**src/rtl/arm_mc_pkg.sv**
```systemverilog
// arm_mc_pkg: shared types for the SchoolARM multicycle controller.
// FSM states, mux encodings, condcheck(); UNDEF state exists only with ARM_MC_UNDEF_TRAP_EN.
package arm_mc_pkg;

  typedef enum logic [3:0] {
    S_FETCH  = 4'd0,
    S_DECODE = 4'd1,
    S_MEMADR = 4'd2,
    S_MEMRD  = 4'd3,
    S_MEMWB  = 4'd4,
    S_MEMWR  = 4'd5,
    S_EXECR  = 4'd6,
    S_EXECI  = 4'd7,
    S_ALUWB  = 4'd8,
    S_BRANCH = 4'd9
`ifdef ARM_MC_UNDEF_TRAP_EN
    , S_UNDEF = 4'd10
`endif
  } statetype;

  localparam statetype RESET_STATE = S_FETCH;

  localparam logic [1:0] ALU_ADD = 2'b00;
  localparam logic [1:0] ALU_SUB = 2'b01;
  localparam logic [1:0] ALU_AND = 2'b10;
  localparam logic [1:0] ALU_ORR = 2'b11;

  localparam logic [1:0] RES_ALUOUT = 2'b00;
  localparam logic [1:0] RES_DATA   = 2'b01;
  localparam logic [1:0] RES_ALURES = 2'b10;

  localparam logic [1:0] SRCB_RD2  = 2'b00;
  localparam logic [1:0] SRCB_IMM  = 2'b01;
  localparam logic [1:0] SRCB_FOUR = 2'b10;

  // flags = {N, Z, C, V}
  function automatic logic condcheck(
    input logic [3:0] cond,
    input logic [3:0] flags
  );
    logic n, z, c, v;
    logic ok;
    {n, z, c, v} = flags;
    ok = 1'b0;
    case (cond)
      4'b0000: ok = z;
      4'b0001: ok = !z;
      4'b0010: ok = c;
      4'b0011: ok = !c;
      4'b0100: ok = n;
      4'b0101: ok = !n;
      4'b0110: ok = v;
      4'b0111: ok = !v;
      4'b1000: ok = c && !z;
      4'b1001: ok = !c || z;
      4'b1010: ok = (n == v);
      4'b1011: ok = (n != v);
      4'b1100: ok = !z && (n == v);
      4'b1101: ok = z || (n != v);
      4'b1110: ok = 1'b1;
      default: ok = 1'b0;
    endcase
    return ok;
  endfunction

endpackage

```
**src/rtl/arm_mc_fsm.sv**
```systemverilog
// arm_mc_fsm: state register, next-state logic and raw per-state controls.
// in: clk, reset, op, funct bits, rd_pc; out: state, raw enables/selects (ARM_MC_UNDEF_TRAP_EN adds UNDEF).
module arm_mc_fsm
  import arm_mc_pkg::*;
(
  input  logic       clk,
  input  logic       reset,
  input  logic [1:0] op,
  input  logic       funct5,
  input  logic       funct4,
  input  logic       funct0,
  input  logic       rd_pc,
  output statetype   state,
  output logic       pc_write,
  output logic       pc_cond,
  output logic       ir_write,
  output logic       reg_cond,
  output logic       mem_cond,
  output logic       adr_src,
  output logic       alu_src_a,
  output logic [1:0] alu_src_b,
  output logic [1:0] result_src,
  output logic [1:0] reg_src,
  output logic       wd3_src,
  output logic       alu_dec,
  output logic       flag_en
);

  statetype state_q, state_d;

  always_ff @(posedge clk or posedge reset) begin
    if (reset) state_q <= RESET_STATE;
    else       state_q <= state_d;
  end

  always_comb begin
    state_d    = S_FETCH;
    pc_write   = 1'b0;
    pc_cond    = 1'b0;
    ir_write   = 1'b0;
    reg_cond   = 1'b0;
    mem_cond   = 1'b0;
    adr_src    = 1'b0;
    alu_src_a  = 1'b0;
    alu_src_b  = SRCB_RD2;
    result_src = RES_ALUOUT;
    reg_src    = 2'b00;
    wd3_src    = 1'b0;
    alu_dec    = 1'b0;
    flag_en    = 1'b0;
    unique case (state_q)
      S_FETCH: begin
        ir_write   = 1'b1;
        alu_src_a  = 1'b1;
        alu_src_b  = SRCB_FOUR;
        result_src = RES_ALURES;
        pc_write   = 1'b1;
        state_d    = S_DECODE;
      end
      S_DECODE: begin
        alu_src_a  = 1'b1;
        alu_src_b  = SRCB_FOUR;
        result_src = RES_ALURES;
        reg_src    = {op == 2'b01 && !funct0,
                      op == 2'b10};
        unique case (1'b1)
          op == 2'b01:            state_d = S_MEMADR;
          op == 2'b00 && !funct5: state_d = S_EXECR;
          op == 2'b00 && funct5:  state_d = S_EXECI;
          op == 2'b10 && funct5:  state_d = S_BRANCH;
`ifdef ARM_MC_UNDEF_TRAP_EN
          default:                state_d = S_UNDEF;
`else
          default:                state_d = S_FETCH;
`endif
        endcase
      end
      S_MEMADR: begin
        alu_src_b = SRCB_IMM;
        state_d   = funct0 ? S_MEMRD : S_MEMWR;
      end
      S_MEMRD: begin
        adr_src = 1'b1;
        state_d = S_MEMWB;
      end
      S_MEMWB: begin
        result_src = RES_DATA;
        reg_cond   = 1'b1;
      end
      S_MEMWR: begin
        adr_src  = 1'b1;
        mem_cond = 1'b1;
      end
      S_EXECR: begin
        alu_dec = 1'b1;
        flag_en = 1'b1;
        state_d = S_ALUWB;
      end
      S_EXECI: begin
        alu_src_b = SRCB_IMM;
        alu_dec   = 1'b1;
        flag_en   = 1'b1;
        state_d   = S_ALUWB;
      end
      S_ALUWB: begin
        // a write to R15 becomes a PC redirect
        reg_cond = !rd_pc;
        pc_cond  = rd_pc;
      end
      S_BRANCH: begin
        alu_src_b  = SRCB_IMM;
        result_src = RES_ALURES;
        pc_cond    = 1'b1;
        wd3_src    = funct4;
        reg_cond   = funct4;
      end
`ifdef ARM_MC_UNDEF_TRAP_EN
      S_UNDEF: state_d = S_UNDEF;
`endif
      default: state_d = S_FETCH;
    endcase
  end

  assign state = state_q;

endmodule

```
**src/rtl/arm_mc_controller.sv**
```systemverilog
// arm_mc_controller: SchoolARM multicycle control unit (ALU decode, NZCV, cond gating).
// in: clk, reset, Instr, ALUFlags; out: datapath enables/selects, Flags, State. Option: ARM_MC_UNDEF_TRAP_EN.
module arm_mc_controller
  import arm_mc_pkg::*;
(
  input  logic        clk,
  input  logic        reset,
  input  logic [31:0] Instr,
  input  logic [3:0]  ALUFlags,
  output logic        PCWrite,
  output logic        AdrSrc,
  output logic        MemWrite,
  output logic        IRWrite,
  output logic        RegWrite,
  output logic [1:0]  ResultSrc,
  output logic        ALUSrcA,
  output logic [1:0]  ALUSrcB,
  output logic [1:0]  ImmSrc,
  output logic [1:0]  RegSrc,
  output logic [1:0]  ALUControl,
  output logic        WD3Src,
  output logic [3:0]  Flags,
  output logic [3:0]  State
);

  statetype   state;
  logic       pc_write, pc_cond, ir_write;
  logic       reg_cond, mem_cond, alu_dec, flag_en;
  logic [1:0] alu_ctl;
  logic       upd_nz, upd_cv;
  logic [3:0] flags_q, flags_d;
  logic       condex_q, condex_d;
  logic       unused_bits;

  assign unused_bits = ^{Instr[19:16], Instr[11:0]};

  arm_mc_fsm u_fsm (
    .clk        (clk),
    .reset      (reset),
    .op         (Instr[27:26]),
    .funct5     (Instr[25]),
    .funct4     (Instr[24]),
    .funct0     (Instr[20]),
    .rd_pc      (Instr[15:12] == 4'hF),
    .state      (state),
    .pc_write   (pc_write),
    .pc_cond    (pc_cond),
    .ir_write   (ir_write),
    .reg_cond   (reg_cond),
    .mem_cond   (mem_cond),
    .adr_src    (AdrSrc),
    .alu_src_a  (ALUSrcA),
    .alu_src_b  (ALUSrcB),
    .result_src (ResultSrc),
    .reg_src    (RegSrc),
    .wd3_src    (WD3Src),
    .alu_dec    (alu_dec),
    .flag_en    (flag_en)
  );

  // MOV drives ADD; the datapath supplies the zero operand
  always_comb begin
    alu_ctl = ALU_ADD;
    upd_nz  = 1'b0;
    upd_cv  = 1'b0;
    unique case (Instr[24:21])
      4'b0100: begin alu_ctl = ALU_ADD; upd_nz = 1'b1; upd_cv = 1'b1; end
      4'b0010: begin alu_ctl = ALU_SUB; upd_nz = 1'b1; upd_cv = 1'b1; end
      4'b0000: begin alu_ctl = ALU_AND; upd_nz = 1'b1; end
      4'b1100: begin alu_ctl = ALU_ORR; upd_nz = 1'b1; end
      4'b1101: begin alu_ctl = ALU_ADD; upd_nz = 1'b1; end
      default: ;
    endcase
  end

  always_comb begin
    flags_d  = flags_q;
    condex_d = condex_q;
    if (state == S_DECODE)
      condex_d = condcheck(Instr[31:28], flags_q);
    if (flag_en && condex_q && Instr[20]) begin
      if (upd_nz) flags_d[3:2] = ALUFlags[3:2];
      if (upd_cv) flags_d[1:0] = ALUFlags[1:0];
    end
  end

  always_ff @(posedge clk or posedge reset) begin
    if (reset) begin
      flags_q  <= 4'b0000;
      condex_q <= 1'b0;
    end else begin
      flags_q  <= flags_d;
      condex_q <= condex_d;
    end
  end

  // enables forced low for the whole reset assertion
  assign PCWrite    = !reset && (pc_write || (pc_cond && condex_q));
  assign IRWrite    = !reset && ir_write;
  assign RegWrite   = !reset && reg_cond && condex_q;
  assign MemWrite   = !reset && mem_cond && condex_q;
  assign ALUControl = alu_dec ? alu_ctl : ALU_ADD;
  assign ImmSrc     = Instr[27:26];
  assign Flags      = flags_q;
  assign State      = state;

endmodule

```
**config.mk**
```make
export PLATFORM = sky130hd
export DESIGN_NAME = arm_mc_controller
export DESIGN_NICKNAME = d
export VERILOG_FILES = /design/src/rtl/arm_mc_pkg.sv /design/src/rtl/arm_mc_fsm.sv /design/src/rtl/arm_mc_controller.sv
export SDC_FILE = /design/constraint.sdc
export NUM_CORES = 1
export LEC_CHECK = 0
export BUFFER_PORTS_ARGS = -buffer_cell sky130_fd_sc_hd__buf_4
export CAP_MARGIN = 20
export CORE_MARGIN = 1
export CORE_UTILIZATION = 35
export CTS_CLUSTER_DIAMETER = 50
export DETAILED_ROUTE_END_ITERATION = 8
export HOLD_SLACK_MARGIN = 0.05
export PLACE_DENSITY = 0.71
export SLEW_MARGIN = 30
export SYNTH_ARGS = -nofsm -noshare
export SYNTH_HDL_FRONTEND = slang
export SYNTH_SLANG_ARGS = --single-unit
```
**constraint.sdc**
```tcl
create_clock -name clk -period 2.3 [get_ports clk]
set_input_delay 0.115 -clock clk [delete_from_list [all_inputs] [get_ports clk]]
set_output_delay 0.115 -clock clk [all_outputs]
set_load 0.02 [all_outputs]
```
==> results of run 1 <==
-- worst max-delay path, stage by stage, from the launching register on --
cell and delay (ns):
dfrtp_1 0.38, buf_4 0.18, nand2b_4 0.15, or3_1 0.43
nor3b_2 0.26, buf_4 0.18
-- Yosys cell counts, types with 2 or more instances --
cell / count
nor3_1: 11
dfrtp_1: 9
inv_1: 6
a21oi_1: 4
buf_4: 4
nand2_1: 4
nor4_1: 4
xor2_1: 4
clkbuf_1: 3
mux2i_1: 3
nand3_1: 3
nor3b_1: 3
nor4b_1: 3
xnor2_1: 3
a211oi_1: 2
a21boi_0: 2
a31oi_1: 2
buf_1: 2
buf_2: 2
mux2_2: 2
mux2_4: 2
nand2b_4: 2
nor2b_1: 2
o21ai_0: 2
o32a_1: 2
-- layout make-up --
class | count | area share (%)
timing repair buffer | 50 | 30.6
multi-input combinational | 74 | 44.4
inverter | 6 | 1.82
sequential | 9 | 18.2
tap | 28 | 2.84
clock buffer | 4 | 2.13
-- worst paths after layout --
| check | end | depth (start not counted) |
|---|---|---|
| max in group asynchronous | Flags[3] | 3 |
| min in group asynchronous | u_fsm.state[1] | 3 |
| worst max register to register | Flags[0] | 4 |
| worst max-delay path | RegSrc[0] | 5 |
| worst min register to register | Flags[1] | 1 |
| worst min-delay path | Flags[0] | 2 |
-- through the flow --
step / hold slack (ns) / power, mW
finish: 0.0947 / 1.35
global route: 0.0786 / 1.45
CTS: 0.0880 / 1.36
detailed placement: 0.140 / 1.24
global placement: 0.129 / 1.22
floorplan: -0.0518 / 0.919
-- sequential cells by signal, indices dropped and copies added (netlist names) --
| name | cells |
|---|---|
| Flags | 4 |
| condex_q | 1 |
| u_fsm.state | 4 |
-- logic make-up (layout without fill, tap and decap cells) --
| family | Yosys count | after routing |
|---|---|---|
| and+or+nand+nor | 40 | 40 |
| AOI/OAI and AO/OA | 20 | 20 |
| buffers and inverters | 17 | 60 |
| xor gates and xnor gates | 7 | 7 |
| muxes | 7 | 7 |
| DFF | 9 | 9 |
-- what timing repair did --
action	CTS	global route
hold buffers	1	0
hold endpoints to repair	9	0
setup buffers	0	0
-- power by group through the flow --
stage                     registers (mW)  logic, mW  clock network [mW]
after floorplan                    0.319      0.601                   0
after global placement             0.294      0.925                   0
after detailed placement           0.296      0.939                   0
after CTS                          0.293      0.944               0.123
after global routing               0.304       1.01               0.135
final                              0.295      0.941               0.117
-- layer usage --
metal  vias up  global-route usage [%]  part of all wire (%)
met1       425                    24.8                    46
met2        32                    29.4                    49
met5         -                       0                     0
met4         0                    4.95                     0
li1        451                       -                     -
met3         0                    4.76                   5.0
-- cells in the final DEF (no fill, tap or decap), types with 3 or more instances in the layout --
cell type	count
nor4b_1	3
nor3_1	11
nor3b_1	3
nand3_1	3
mux2i_1	3
buf_4	49
inv_1	6
nor4_1	4
a21oi_1	4
clkbuf_4	3
xor2_1	4
xnor2_1	3
dfrtp_1	9
nand2_1	4
==> out/qor.txt, run 1 <==
Outcome: finished, final reports clean
Post-route insts no fill: 171
Sequential share of power: 21.8%
Internal power: 0.705 mW
Crit path max fanout: 11
Area of the multi-input gates: 548 sq um
Filler instances: 219
Highest Clock Rate: 517 MHz
Vias/cell: 5.31
HP Start: ALUFlags[0]
Height of the die: 51.4 um
Yosys warning total: 0
Yosys top cell area share: 26.4%
P_sw: 0.648 mW
Compound-gate portion of the synthesized area: 16.4%
CTS tree: done
P&R area growth vs syn: 44.5%
Clk sinks: 9
Register area: 225 sq um
Mapped Nets: 138
TNS Setup: 0 ns
Number of global-route vias before repair: 822
Pre-antenna DRT Iters: 4
Worst reg2reg path startpoint: u_fsm.state[3]
Residual DRC: 0
CTS root buf: clkbuf_4
Final wirelength: 2.32 mm
Nets: 182
Placed insts: 166
Bufs on Longest Clock Path: 2
Final setup vio count: 0
Area share of xor/xnor cells in the synthesized design: 7.17%
Largest net degree at the start of global routing: 14
DIE AREA: 0.00264 sq mm
Post-synth EDFFs: 0
RSZ-0062 raised after global routing: false
Input/output buffers: 46
Final Hold Viols: 0
Die W: 51.4 um
Most used flip-flop cell after synthesis: dfrtp_1
Minimum clock period after layout: 1.93 ns
Slew Limit Headroom: 71.0%
DP Worst Slack: 0.610 ns
Via count: 908
Logic pwr share: 69.5%
RD Place Congestion: 0.762
Synth area leader: dfrtp_1
Clock buffer count from CTS: 3
Post-synthesis adder-cell area fraction: 0%
Post-synthesis average cell area: 8.55 sq um
Total global routing overflow: 0
Final Core Density: 54.8%
Sequential share of the synthesized area: 26.4%
Total GRT Usage: 18.6%
Type of the most critical hold path: primary input to flip-flop
Cells after Synth: 100
Mux share of post-synthesis cell area: 9.66%
First-pass GRT wire length: 3.71 mm
Final Max Slew Viols: 0
Final WS setup: 0.366 ns
H-tree depth: 1
CTS-repair resized insts: 0
Startpoint types: flip-flop
DP Area: 0.00120 sq mm
Top cells by area, synth: dfrtp_1 (26%), nor3_1 (6.4%), xor2_1 (4.1%), mux2i_1 (3.5%), buf_4 (3.5%)
Clock slew at reported path FFs: 0.06 ns
# diodes: 0
Max Clock Skew: 0.000155 ns
Worst Max-Slew Pin Slew: 0.431 ns
Crit. End Element: output port
Cell area after layout: 0.00123 sq mm
Unique masters post-synth: 39
Starting Density: 37.9%
Clock Latency Late Sink: 0.25 ns
I/O Pins: 63
#FFs+latches synth: 9
Static Leak: 0.585 nW
Initial antenna violation count: 0
Max Cap Viol: 0
Layout cells sized above 1: 42.7%
Sw frac: 47.9%
Mapped cell area: 855 sq um
Final ANT Viol Nets: 0
# rows: 17
Final worst-path cycle share: 84.1%
CP Launch Point: u_fsm.state[1]
Simple-Gate Fraction of Synth Area: 30.9%
PD cells: 1100 mW/mm^2
Crit Path Class: flip-flop to output port
Fraction of registers with async set/reset: 100%
Iter 0 DRT Violations: 14
CORE AREA: 0.00225 sq mm
Critical path data required time: 2.18 ns
WL/cell: 13.5 um
Peak VDD IR: 0.000620 V
Largest family of logic cells by synthesized area: simple AND/OR/NAND/NOR gates
Clock power frac: 8.7%
Data arrival, critical path: 1.82 ns
R2r setup slk: 0.63 ns
Dpl hpwl: 1.80 mm
Power figures use the tool's default switching activity.
==> run 2: changes to the inputs <==
- ABC_AREA: not set -> 1
- clock period: 2.3 -> 1.8 ns (I/O delays scaled with it)
==> run 2 against run 1 <==
Net effect: combinational power barely moved; critical endpoint is now RegSrc[1]; sequential share of layout area is 0.26 points lower; hold slack worse by 0.021 ns; count of clock-buffer cells in the layout unchanged; non-clock buffer count shrank 2; highest routed layer unchanged; area after synthesis decreased by 1.9%.
==> out/qor.txt, run 2 <==
Clock Latency Late Sink: 0.26 ns
CORE AREA: 0.00223 sq mm
Power, Total: 1.46 mW
Number of global-route vias before repair: 950
Final wirelength: 2.27 mm
CTS root buf: clkbuf_4
Final worst-path cycle share: 91.3%
Vias/cell: 4.80
Height of the die: 50.9 um
CP peak stage delay: 0.44 ns
Minimum hold slack: 0.0733 ns
Slew Limit Headroom: 76.2%
RSZ-0062 raised after global routing: false
Final Max Slew Viols: 0
DP Worst Slack: 0.400 ns
Mapped Nets: 178
Crit. End Element: output port
H-tree depth: 1
Clk sinks: 9
Final WS setup: 0.157 ns
Initial antenna violation count: 0
Via count: 1042
# diodes: 0
Data arrival, critical path: 1.55 ns
CP endpoint: RegSrc[1]
Layout cells sized above 1: 33.9%
Crit path max fanout: 4
Clock buffer count from CTS: 3
Crit Path Class: flip-flop to output port
Most used flip-flop cell after synthesis: dfrtp_1
P&R area growth vs syn: 49.4%
RD Place Congestion: 0.835
Cell area after layout: 0.00125 sq mm
DIE AREA: 0.00259 sq mm
Input/output buffers: 46
Commonest cells in the netlist: nand2_1 (37), inv_1 (22), nor2_1 (17), nand3_1 (16)
Yosys warning total: 0
CTS tree: done
Unique masters post-synth: 21
Total global routing overflow: 0
Startpoint types: flip-flop
Commonest non-fill, non-tap cell in the layout: buf_4
# rows: 17
FF-to-FF End: u_fsm.state[2]
Post-synthesis average cell area: 5.99 sq um
Worst Max-Slew Pin Slew: 0.357 ns
Dpl hpwl: 1.88 mm
Clock slew at reported path FFs: 0.06 ns
TNS Setup: 0 ns
First-pass GRT wire length: 3.79 mm
Placed insts: 211
PD cells: 1160 mW/mm^2
R2r setup slk: 0.49 ns
Filler instances: 230
#FFs+latches synth: 9
Type of the most critical hold path: primary input to flip-flop
Post-CTS setup repair buffer count: 0
Static Leak: 0.697 nW
Pre-antenna DRT Iters: 4
Sequential share of the synthesized area: 26.9%
I/O Pins: 63
Max Clock Skew: 0.00559 ns
Final ANT Viol Nets: 0
Die W: 50.9 um
Max Cap Viol: 0
DP Area: 0.00120 sq mm
Residual DRC: 0
Outcome: finished, final reports clean
Final setup vio count: 0
Highest Clock Rate: 609 MHz
Final Core Density: 56.1%
Iter 0 DRT Violations: 23
Crit-path slowest cell: dfrtp_1
Most frequent cells in the layout: buf_4 (46), nand2_1 (37), inv_1 (22)
Cells after Synth: 140
Critical Path, Cell by Cell: nor2_2 -> inv_2 -> nor2_4 -> inv_2 -> nor2_4 -> nand2_1 -> nor3_2 -> buf_4
Fraction of registers with async set/reset: 100%
Nets: 228
Yosys top cell area share: 26.9%
Largest net degree at the start of global routing: 10
Starting Density: 37.5%
Minimum clock period after layout: 1.64 ns
Worst reg2reg path startpoint: u_fsm.state[3]
Total GRT Usage: 19.0%
Critical path data required time: 1.71 ns
Final Hold Viols: 0
Post-synth EDFFs: 0
Top cells by area, synth: dfrtp_1 (27%), nand2_1 (17%), inv_1 (9.9%), nand3_1 (9.6%), nor2_1 (7.6%)
Synth area leader: dfrtp_1
Mapped cell area: 838 sq um
Worst R2R Path Depth: 7
WL/cell: 10.5 um
Peak VDD IR: 0.000930 V
Post-route insts no fill: 217
Bufs on Longest Clock Path: 2
Most frequent cell after synthesis: nand2_1
CP Launch Point: u_fsm.state[3]
run 2: cell count changes after synthesis, moves of 4 or more:
cell / previous run / this run
nand2_1: 4 / 37
inv_1: 6 / 22
nor2_1: 1 / 17
nand3_1: 3 / 16
nor3_1: 11 / 3
a21oi_1: 4 / 9
o21ai_0: 2 / 7
xor2_1: 4 / 0
run 2: timing repair:
| action | 4_1_cts | 5_1_grt |
|---|---|---|
| hold buffers | 2 | 0 |
| resized for setup | 0 | 3 |
| endpoints found under the hold margin | 10 | 0 |
| endpoints found under the setup margin | 0 | 2 |
run 2: final cells by class:
class,instances,area [sq um],area share [%]
well taps,28,35.0,2.80
multi-input cells,103,507,40.5
inverters,25,93.8,7.49
repair buffers,48,365,29.2
clock buffers,4,26.3,2.10
flip-flops and latches,9,225,18.0
run 2: power breakdown:
group          switching (mW)  total [mW]  internal (mW)
Clock                  0.0692       0.155         0.0853
Sequential             0.0957       0.359          0.263
Combinational           0.575       0.942          0.366
run 2: how the worst min path moves through the flow:
stage                start             end  slack [ns]  cells past startpoint
2_1_floorplan        reset        Flags[0]       -0.08                      1
3_3_place_gp         reset  u_fsm.state[1]        0.10                      2
3_5_place_dp         reset  u_fsm.state[1]        0.11                      2
4_1_cts        ALUFlags[2]        Flags[2]        0.07                      3
5_1_grt          Instr[26]  u_fsm.state[2]        0.07                      2
6_report       ALUFlags[2]        Flags[2]        0.07                      3
run 2: cell families after synthesis:
group,share of synthesized area [%]
buf+inv,13.9
compound gates,13.3
simple gates,46.0
flops,26.9
run 2: metal layers:
metal / vias to the layer above / part of all wire [%] / global-route usage (%)
met5: - / 0 / 0
met4: 0 / 0 / 5.09
met3: 0 / 6.8 / 4.17
met2: 47 / 48 / 34.6
met1: 453 / 45 / 22.0
li1: 542 / - / -
run 2: critical path, delay by kind of cell (launching register included):
kind	cells	cell delay [ns]
AND/OR/NAND/NOR	5	0.56
flip-flops	1	0.44
buffers and inverters	3	0.29
